--- config.mk ---
export PLATFORM = sky130hd
export DESIGN_NAME = shift_sin_pout
export DESIGN_NICKNAME = d
export VERILOG_FILES = /design/src/rtl/shift_sin_pout.sv
export SDC_FILE = /design/constraint.sdc
export NUM_CORES = 1
export LEC_CHECK = 0
export CAP_MARGIN = 10
export CORE_MARGIN = 2
export CORE_UTILIZATION = 43
export CTS_CLUSTER_DIAMETER = 60
export DETAILED_ROUTE_END_ITERATION = 16
export PLACE_DENSITY = 0.73
export SYNTH_ARGS = -nofsm -noshare
export SYNTH_HDL_FRONTEND = slang
export SYNTH_SLANG_ARGS = --single-unit
--- constraint.sdc ---
create_clock -name clk -period 1.2 [get_ports clk]
set_input_delay 0.36 -clock clk [delete_from_list [all_inputs] [get_ports clk]]
set_output_delay 0.36 -clock clk [all_outputs]
set_load 0.05 [all_outputs]
--- src/rtl/shift_sin_pout.sv ---
// Serial-in, parallel-out byte receiver with a one-deep holding register.
// Define SHIFT_SIN_POUT_OVERRUN_EN to add the sticky overrun flag output.
module shift_sin_pout #(
    parameter bit MSB_FIRST = 1'b1
) (
    input  logic       clk,
    input  logic       reset,
    input  logic       sin,
    input  logic       sen,
    input  logic       sclr,
    input  logic       dack,
    output logic [7:0] dout,
    output logic       dready,
    output logic [2:0] bitcnt
`ifdef SHIFT_SIN_POUT_OVERRUN_EN
    ,
    output logic       overrun
`endif
);

    logic [7:0] sr;
    logic [2:0] cnt;
    logic [7:0] shifted;
    logic       complete;

    // Shift direction decides whether the first bit ends up in dout[7] or dout[0].
    assign shifted  = MSB_FIRST ? {sr[6:0], sin} : {sin, sr[7:1]};
    assign complete = sen && !sclr && (cnt == 3'd7);
    assign bitcnt   = cnt;

    always_ff @(posedge clk) begin
        if (reset) begin
            sr  <= 8'h00;
            cnt <= 3'd0;
        end else if (sclr) begin
            sr  <= 8'h00;
            cnt <= 3'd0;
        end else if (sen) begin
            sr  <= shifted;
            cnt <= cnt + 3'd1;
        end
    end

    // dready/dack: dout is offered while dready=1 and is taken on any edge
    // with dack=1; a completing byte always replaces the held one, even on
    // the acknowledging edge.
    always_ff @(posedge clk) begin
        if (reset) begin
            dout   <= 8'h00;
            dready <= 1'b0;
        end else if (complete) begin
            dout   <= shifted;
            dready <= 1'b1;
        end else if (dack && dready) begin
            dready <= 1'b0;
        end
    end

`ifdef SHIFT_SIN_POUT_OVERRUN_EN
    always_ff @(posedge clk) begin
        if (reset || sclr) begin
            overrun <= 1'b0;
        end else if (complete && dready && !dack) begin
            overrun <= 1'b1;
        end
    end
`endif

endmodule

==> results.sh <==
export IMPL_powerDensity_nw_per_um2=824
export IMPL_fillers=151
export IMPL_pin_count=18
export IMPL_yosysTopAreaCell="dfxtp_1"
export IMPL_clk_root_buffer_cell="clkbuf_4"
export IMPL_synthTopCellsByArea="dfxtp_1 (46%), mux2i_1 (20%), nor2_2 (7.5%), nand2b_2 (7.4%), nand2b_1 (6.8%)"
export IMPL_relSlewSlack_pct=84.8
export IMPL_slew_violations=0
export IMPL_wl_per_cell_um=11.9
export IMPL_final_util_pct=72.5
export IMPL_leakagePower_nw=0.492
export IMPL_vias=579
export IMPL_synth_fp_nets=81
export IMPL_status="complete, but fails checks"
export IMPL_core_area_um2=1760
export IMPL_ys_flop_type="dfxtp_1"
export IMPL_worstSkewPairLatency_ps=290
export IMPL_synth_commonest_cells="dfxtp_1 (19), mux2i_1 (17), nor2_2 (10), nand2b_1 (9), nand2b_2 (7)"
export IMPL_ir_drop_v=0.000731
export IMPL_report_final_hold_viol_count=0
export IMPL_dp_cells=120
export IMPL_critPathArrivalTime_ps=910
export IMPL_hold_class="reg2reg"
export IMPL_fin_crit_ps=1270
export IMPL_dpl_worst_slack_ps=-308
export IMPL_drt_pass1_iter_count=2
export IMPL_power_internal_mw=0.824
export IMPL_drc=0
export IMPL_avgSynthCellArea_um2=11.4
export IMPL_synth_top_cell_area_share_pct=45.8
export IMPL_portBuffers=17
export IMPL_clock_sinks=19
export IMPL_ys_types=14
export IMPL_setup_slack_ps=-69.2
export IMPL_seqPwrFrac_pct=60.1
export IMPL_cts_tree="built"
export IMPL_wirelength_um=1490
export IMPL_switchingPower_mw=0.230
export IMPL_p_comb_share_pct=10.7
export IMPL_die_h_um=48.0
export IMPL_fin_skew_ps=2.59
export IMPL_cp_data_required_time_ps=840
export IMPL_grt_max_degree=11
export IMPL_tightest_slew_ps=227
export IMPL_die_w_um=48.0
export IMPL_yosysMostFrequentCell="dfxtp_1"
export IMPL_ys_ff_latch=19
export IMPL_start_util_pct=47.1
export IMPL_cts_path_max_buffers=2
export IMPL_h_tree_depth=1
export IMPL_nNetsFinal=109
export IMPL_antenna_cells=0
export IMPL_crit_fanout=2
export IMPL_dpl_hpwl_um=1090
export IMPL_violations="setup timing"
export IMPL_switching_share_pct=21.8
export IMPL_tns_ps=-163
export IMPL_routabilityCongestion=0.728
export IMPL_timing_hold_ws_ps=485
export IMPL_grt_pass1_wl_um=2650
export IMPL_rows=15
export IMPL_drt_iter0_drc=4
export IMPL_setup_viol_count_final=4
export IMPL_worst_setup_path_end_kind="output port"
export IMPL_cts_buffers_inserted=3
export IMPL_synth_edf_count=0
export IMPL_synthArstFlopShare_pct=0
export IMPL_netlist_area_um2=831
export IMPL_grt_overflow=0
export IMPL_dieArea_um2=2300
export IMPL_grt_pass1_vias=616
export IMPL_ys_seq_area_share_pct=45.8
export IMPL_stdcell_count=125
export IMPL_viasPerCell=4.63
export IMPL_grt_usage_pct=17.2
export IMPL_post_route_period_util_pct=106
export IMPL_path_clk_slew_ps=100
export IMPL_path_class="reg2out"
export IMPL_ant_nets=0
export IMPL_start_kind="flip-flop"
export IMPL_syn_to_final_growth_pct=53.9
export IMPL_syn_instance_count=73
export IMPL_drive_gt1_share_pct=56.0
export IMPL_clock_fmax_ghz=0.788
export IMPL_rsz0062_at_grt="yes"
export IMPL_yosys_warnings=0
export IMPL_antenna_found_initial=0
export IMPL_clkPwrFrac_pct=29.2
export IMPL_drv_cap=0
sequential cells by signal, indices dropped and copies added, names as in the netlist:
| name | flops |
|---|---|
| bitcnt | 3 |
| dout | 8 |
| dready | 1 |
| sr | 7 |
timing repair:
item                       CTS  global route
pin swaps                    0             1
setup endpoints to repair   18            20
hold buffers                 0             0
hold endpoints to repair     0             0
resized for setup           11             3
cloned                       1             0
buffers inserted             0             1
power by group through the flow:
stage | Sequential (mW) | Combinational, mW | Clock [mW]
after floorplan | 0.658 | 0.0507 | 0
after global placement | 0.649 | 0.107 | 0
after detailed placement | 0.649 | 0.109 | 0
after CTS | 0.633 | 0.112 | 0.328
after global routing | 0.634 | 0.122 | 0.346
final | 0.633 | 0.113 | 0.308
routing by layer:
metal / GRT usage [%] / vias to the layer above / routed length, µm
met5: 0 / - / 0
met3: 3.77 / 4 / 61
met2: 26.4 / 13 / 711
met1: 22.1 / 267 / 678
met4: 9.73 / 0 / 38
li1: - / 295 / -
kinds of logic (layout without fill, tap and decap cells):
kind of cell | after synthesis | after routing | share of synthesized area [%]
muxes | 17 | 17 | 20.5
DFF | 19 | 19 | 45.8
and+or+nand+nor | 29 | 30 | 24.2
xor gates and xnor gates | 1 | 1 | 1.05
AOI/OAI and AO/OA | 1 | 1 | 1.20
buffers and inverters | 4 | 30 | 4.22
adders and majority gates | 2 | 2 | 3.01
stage by stage:
step | cell area (µm²) | power (mW)
detailed placement | 1230 | 0.758
global placement | 1230 | 0.756
finish | 1280 | 1.05
CTS | 1270 | 1.07
floorplan | 865 | 0.709
global route | 1280 | 1.10
critical path: stages (launching register included):
cell	delay (ps)
dfxtp_4	370
buf_6	120
buf_12	140
layout by cell type, fill, tap and decap left out:
cell,n
and3b_2,2
buf_12,12
buf_4,7
buf_6,2
clkbuf_1,1
clkbuf_4,3
clkdlybuf4s50_1,4
dfxtp_1,8
dfxtp_2,8
dfxtp_4,3
dlymetal6s2s_1,1
ha_4,2
mux2i_1,17
nand2b_1,9
nand2b_2,7
nor2_2,10
nor2b_1,1
o21ba_1,1
or2_1,1
xnor2_1,1
path summary, 6_finish.rpt:
| check | startpoint | to | slack (ps) | cells after the start |
|---|---|---|---|---|
| max | bitcnt[0] | bitcnt[0] | -70 | 2 |
| min | sr[6] | dout[7] | 480 | 2 |
| max reg2reg | bitcnt[0] | dready | -20 | 4 |
| min reg2reg | sr[6] | dout[7] | 480 | 2 |
cell type report:
type	instances	area, µm²	area share (%)
clock buffers	4	26.3	2.05
flip-flops and latches	19	402	31.4
multi-input cells	51	452	35.3
repair buffers	26	368	28.8
well taps	25	31.3	2.45
Power figures use the tool's default switching activity.
